## config.mk

```make
export PLATFORM = sky130hd
export DESIGN_NAME = cache_control
export DESIGN_NICKNAME = d
export VERILOG_FILES = /design/src/rtl/cache_control_pkg.sv /design/src/rtl/cache_control_perf_counter.sv /design/src/rtl/cache_control.sv
export SDC_FILE = /design/constraint.sdc
export NUM_CORES = 1
export LEC_CHECK = 0
export BUFFER_PORTS_ARGS = -buffer_cell sky130_fd_sc_hd__buf_2
export CORE_UTILIZATION = 32
export DETAILED_ROUTE_END_ITERATION = 6
export PLACE_DENSITY = 0.86
export SYNTH_ARGS = -nofsm -noshare
export SYNTH_HDL_FRONTEND = slang
export SYNTH_SLANG_ARGS = --single-unit
```

## constraint.sdc

```tcl
create_clock -name clk -period 1.4 [get_ports clk]
set_clock_uncertainty 0.15 [all_clocks]
set_input_delay 0.14 -clock clk [delete_from_list [all_inputs] [get_ports clk]]
set_output_delay 0.14 -clock clk [all_outputs]
set_load 0.005 [all_outputs]
```

## src/rtl/cache_control_pkg.sv

```systemverilog
// Shared types for the L1 cache controller: FSM state, way index and performance counter width.
package cache_control_pkg;

    typedef enum logic [1:0] {
        IDLE      = 2'd0,
        WRITEBACK = 2'd1,
        FILL      = 2'd2
    } lc3b_cache_state;

    typedef logic        lc3b_cache_way;
    typedef logic [15:0] lc3b_perf_count;

    localparam lc3b_perf_count PERF_COUNT_MAX = 16'hFFFF;

endpackage

```

## src/rtl/cache_control_perf_counter.sv

```systemverilog
// 16-bit saturating event counter with synchronous clear; used by cache_control
// for its performance counters.
module cache_perf_counter
    import cache_control_pkg::*;
(
    input  logic           clk,
    input  logic           clr,
    input  logic           en,
    output lc3b_perf_count count
);

    lc3b_perf_count count_q, count_d;

    always_comb begin
        count_d = count_q;
        if (clr) begin
            count_d = '0;
        end else if (en && (count_q != PERF_COUNT_MAX)) begin
            count_d = count_q + 16'd1;
        end
    end

    always_ff @(posedge clk) begin
        count_q <= count_d;
    end

    assign count = count_q;

endmodule

```

## src/rtl/cache_control.sv

```systemverilog
// Hit/writeback/fill sequencer for the 2-way write-back L1 cache.
// Define CACHE_PERF_COUNTERS_EN to build the hit/miss/writeback counters.
//
// state     | meaning
// IDLE      | resolve request: hit completes now, miss picks victim
// WRITEBACK | dirty victim line being written to physical memory
// FILL      | missing line being read from physical memory and installed
module cache_control
    import cache_control_pkg::*;
(
    input  logic           clk,
    input  logic           rst,
    input  logic           mem_read,
    input  logic           mem_write,
    input  logic           hit0,
    input  logic           hit1,
    input  logic           dirty0,
    input  logic           dirty1,
    input  logic           lru,
    input  logic           pmem_resp,
    output logic           mem_resp,
    output logic           pmem_read,
    output logic           pmem_write,
    output logic           pmem_addr_sel,
    output logic           way_sel,
    output logic           load_data,
    output logic           data_src_sel,
    output logic           load_tag,
    output logic           load_valid,
    output logic           set_dirty,
    output logic           clear_dirty,
    output logic           load_lru,
    output logic           lru_in,
    output lc3b_perf_count hit_count,
    output lc3b_perf_count miss_count,
    output lc3b_perf_count wb_count
);

    lc3b_cache_state state_q, state_d;
    lc3b_cache_way   victim_way_q, victim_way_d;
    lc3b_cache_way   hit_way;
    logic            victim_dirty;

    always_ff @(posedge clk) begin
        if (rst) begin
            state_q      <= IDLE;
            victim_way_q <= 1'b0;
        end else begin
            state_q      <= state_d;
            victim_way_q <= victim_way_d;
        end
    end

    // Way 0 wins if the datapath ever reports both ways hitting.
    assign hit_way      = hit0 ? 1'b0 : 1'b1;
    assign victim_dirty = lru ? dirty1 : dirty0;

    always_comb begin
        state_d       = state_q;
        victim_way_d  = victim_way_q;
        mem_resp      = 1'b0;
        pmem_read     = 1'b0;
        pmem_write    = 1'b0;
        pmem_addr_sel = 1'b0;
        way_sel       = 1'b0;
        load_data     = 1'b0;
        data_src_sel  = 1'b0;
        load_tag      = 1'b0;
        load_valid    = 1'b0;
        set_dirty     = 1'b0;
        clear_dirty   = 1'b0;
        load_lru      = 1'b0;
        lru_in        = 1'b0;

        if (!rst) begin
            case (state_q)
                IDLE: begin
                    if (mem_read || mem_write) begin
                        if (hit0 || hit1) begin
                            way_sel  = hit_way;
                            mem_resp = 1'b1;
                            load_lru = 1'b1;
                            lru_in   = ~hit_way;
                            if (mem_write) begin
                                load_data = 1'b1;
                                set_dirty = 1'b1;
                            end
                        end else begin
                            victim_way_d = lru;
                            state_d      = victim_dirty ? WRITEBACK : FILL;
                        end
                    end
                end
                WRITEBACK: begin
                    pmem_write    = 1'b1;
                    pmem_addr_sel = 1'b1;
                    way_sel       = victim_way_q;
                    if (pmem_resp) begin
                        state_d = FILL;
                    end
                end
                FILL: begin
                    pmem_read = 1'b1;
                    way_sel   = victim_way_q;
                    if (pmem_resp) begin
                        load_data    = 1'b1;
                        data_src_sel = 1'b1;
                        load_tag     = 1'b1;
                        load_valid   = 1'b1;
                        clear_dirty  = 1'b1;
                        state_d      = IDLE;
                    end
                end
                default: begin
                    state_d = IDLE;
                end
            endcase
        end
    end

`ifdef CACHE_PERF_COUNTERS_EN
    logic           post_fill_q, post_fill_d;
    logic           hit_inc, miss_inc, wb_inc;
    lc3b_perf_count hit_cnt, miss_cnt, wb_cnt;

    // The re-check hit right after a fill belongs to the miss, not a new hit.
    always_comb begin
        post_fill_d = (state_q == FILL) && (state_d == IDLE);
        hit_inc     = mem_resp && !post_fill_q;
        miss_inc    = (state_q == IDLE) && (state_d != IDLE);
        wb_inc      = (state_q == WRITEBACK) && (state_d == FILL);
    end

    always_ff @(posedge clk) begin
        if (rst) begin
            post_fill_q <= 1'b0;
        end else begin
            post_fill_q <= post_fill_d;
        end
    end

    cache_perf_counter u_hit_counter (
        .clk   (clk),
        .clr   (rst),
        .en    (hit_inc),
        .count (hit_cnt)
    );

    cache_perf_counter u_miss_counter (
        .clk   (clk),
        .clr   (rst),
        .en    (miss_inc),
        .count (miss_cnt)
    );

    cache_perf_counter u_wb_counter (
        .clk   (clk),
        .clr   (rst),
        .en    (wb_inc),
        .count (wb_cnt)
    );

    assign hit_count  = rst ? '0 : hit_cnt;
    assign miss_count = rst ? '0 : miss_cnt;
    assign wb_count   = rst ? '0 : wb_cnt;
`else
    assign hit_count  = '0;
    assign miss_count = '0;
    assign wb_count   = '0;
`endif

endmodule

```

==> results.cfg <==
[power_and_ir_drop]
vdd_drop_max_mv = 0.4768
p_leak_nw = 0.4512
power_density_nw_per_um2 = 721.4
power_w = 0.0005723

[global_route]
grt_pass1_vias = 416
antenna_found_initial = 0
grt_overflow = 0
track_usage_pct = 9.190
grt_max_degree = 11
grt_pass1_wl_um = 1669

[critical_path]
cp-start-kind = register
arrival_ns = 1.32
path_class = reg2out
path_max_fanout = 2
endpoint_kind = output port
required_ns = 1.11

[floorplan]
die_w_um = 49.46
design.core.area_um2 = 2042
rows = 16
io_pins = 71
die_y_um = 49.46
initial_core_util_pct = 35.29
die_area_um2 = 2446

[placement]
portBuffers = 22
place_area_um2 = 660.6
post-place-cells = 140
dpl.hpwl_um = 920.6
gp_congestion = 0.7739

[timing]
fmax_mhz = 621.4
rsz0062_at_grt = true
finalCritPeriodShare_pct = 115.0
finalSetupViolCount = 16
slew_violations = 0
tns_ns = -1.943
fin_hold_ws_ns = 0.07510
hold_viol_final = 0
setup_slack_ns = -0.2094
period_minus_slack_ns = 1.609

[synthesis]
synth_edf_count = 0
syn_area_um2 = 720.7
synthFlopType = dfxtp_1
syn_area_per_cell_um2 = 7.586
ys_types = 24
ys_ff_latch = 3
ys_seq_area_share_pct = 8.333
syn_inst = 95
async_flop_share_pct = 0
ys_warn_count = 0

[route]
drtPass1Iterations = 4
num_vias = 535
wirelength_um = 1256
drc = 0
vias_per_cell = 3.615
wire_per_inst_um = 8.486
drtIter0Drc = 6
drtAntennaViolNets = 0

[finish]
final_layout_size_suffix_gt1_share_pct = 42.98
nFillCells = 227
instances_no_fill = 148
final_common_cell = conb_1
area_delta_synth_final_pct = 10.07
seqCellArea_um2 = 62.56
n_antenna_cell = 0
final_cell_mix = 48 x conb_1, 22 x buf_2, 7 x buf_4
multiInputGateArea_um2 = 496.7
fin_area_um2 = 793.3
fin_nets = 136

[clock_network]
h-tree-depth = 1
clock_sinks = 3
cts_tree = yes
cts_hold_buf = 0
clk_pin_slew_ns = 0.03
cts_buffers = 3
cts_root_buf = clkbuf_4
clock_tree.buffer_depth = 2
clk_latency_ns = 0.23

[min_path]
hp-class = in2reg

[status]
failed_checks = negative setup slack
status = finished, violations left

[job]
maxCapViolations = 0
[Yosys cell counts, types with 2 or more instances]
cell type / n / area (um2)
nor3_1: 3 / 15.01
dfxtp_1: 3 / 60.06
nor3b_1: 2 / 15.01
buf_4: 53 / 397.9
o21ai_0: 2 / 10.01
a21oi_1: 3 / 15.01
ha_1: 4 / 50.05
nor2b_1: 2 / 12.51
nor2_1: 6 / 22.52
inv_1: 3 / 11.26
[final timing paths]
path                                    from           end  slack [ns]  cells past startpoint
worst min register to register  victim_way_q  victim_way_q        0.39                      2
worst max-delay path              state_q[0]     load_data       -0.21                      8
worst max register to register    state_q[1]    state_q[1]       -0.11                      8
worst min-delay path                     lru  victim_way_q        0.08                      3
[sequential cells by signal, indices dropped and copies added, names as in the netlist]
signal and cells:
state_q 2, victim_way_q 1
[per-stage QoR]
stage,util (%),setup WS [ns]
final,38.85,-0.2094
after detailed placement,32.35,-0.1613
after CTS,37.19,-0.2779
after floorplan,-,0.003532
after global routing,38.85,-0.3159
after global placement,32.35,-0.1396
[critical path, cell delays in order (launching register included)]
cell and delay, ns:
dfxtp_2 0.33, inv_2 0.05, ha_4 0.15, buf_4 0.13
nand2_1 0.08, nor2_1 0.05, a21oi_1 0.11, nor2_1 0.05
buf_2 0.13
[power by group]
part,internal (W),switching (W),total (W)
logic,0.000147,0.000176,0.000323
clock network,0.000106,0.0000390,0.000145
registers,0.0000977,0.00000637,0.000104
[layer usage]
layer	GRT usage (%)	wire [um]	share of wire [%]	vias to the layer above
met2	18.04	712	57	45
met5	0	0	0	-
met4	4.762	0	0	0
met3	4.321	113	9.0	0
li1	-	-	-	253
met1	7.380	431	34	237
[cell families (layout without fill, tap and decap cells)]
group,count (synthesis),in the layout,synth area share [%]
buf+inv,57,36,57.46
simple gates,21,21,17.88
compound gates,7,7,5.381
fa+ha+maj,4,4,6.945
flops,3,3,8.334
mux,2,2,3.472
other cells,1,48,0.5203
[cell type report]
cell class	count	share of cell area (%)
Sequential cell	3	7.886
Tap cell	27	4.259
Inverter	3	1.420
Clock buffer	4	3.312
Multi-Input combinational cell	82	62.62
Timing Repair Buffer	29	20.50
[timing repair]
item                                    CTS  global route
endpoints found under the setup margin   16            16
hold endpoints to repair                  0             0
cloned                                    0             0
pin swaps                                 6             2
setup buffers                             3             1
resized for setup                        15             6
No activity file was read; power rests on OpenSTA's default activity.
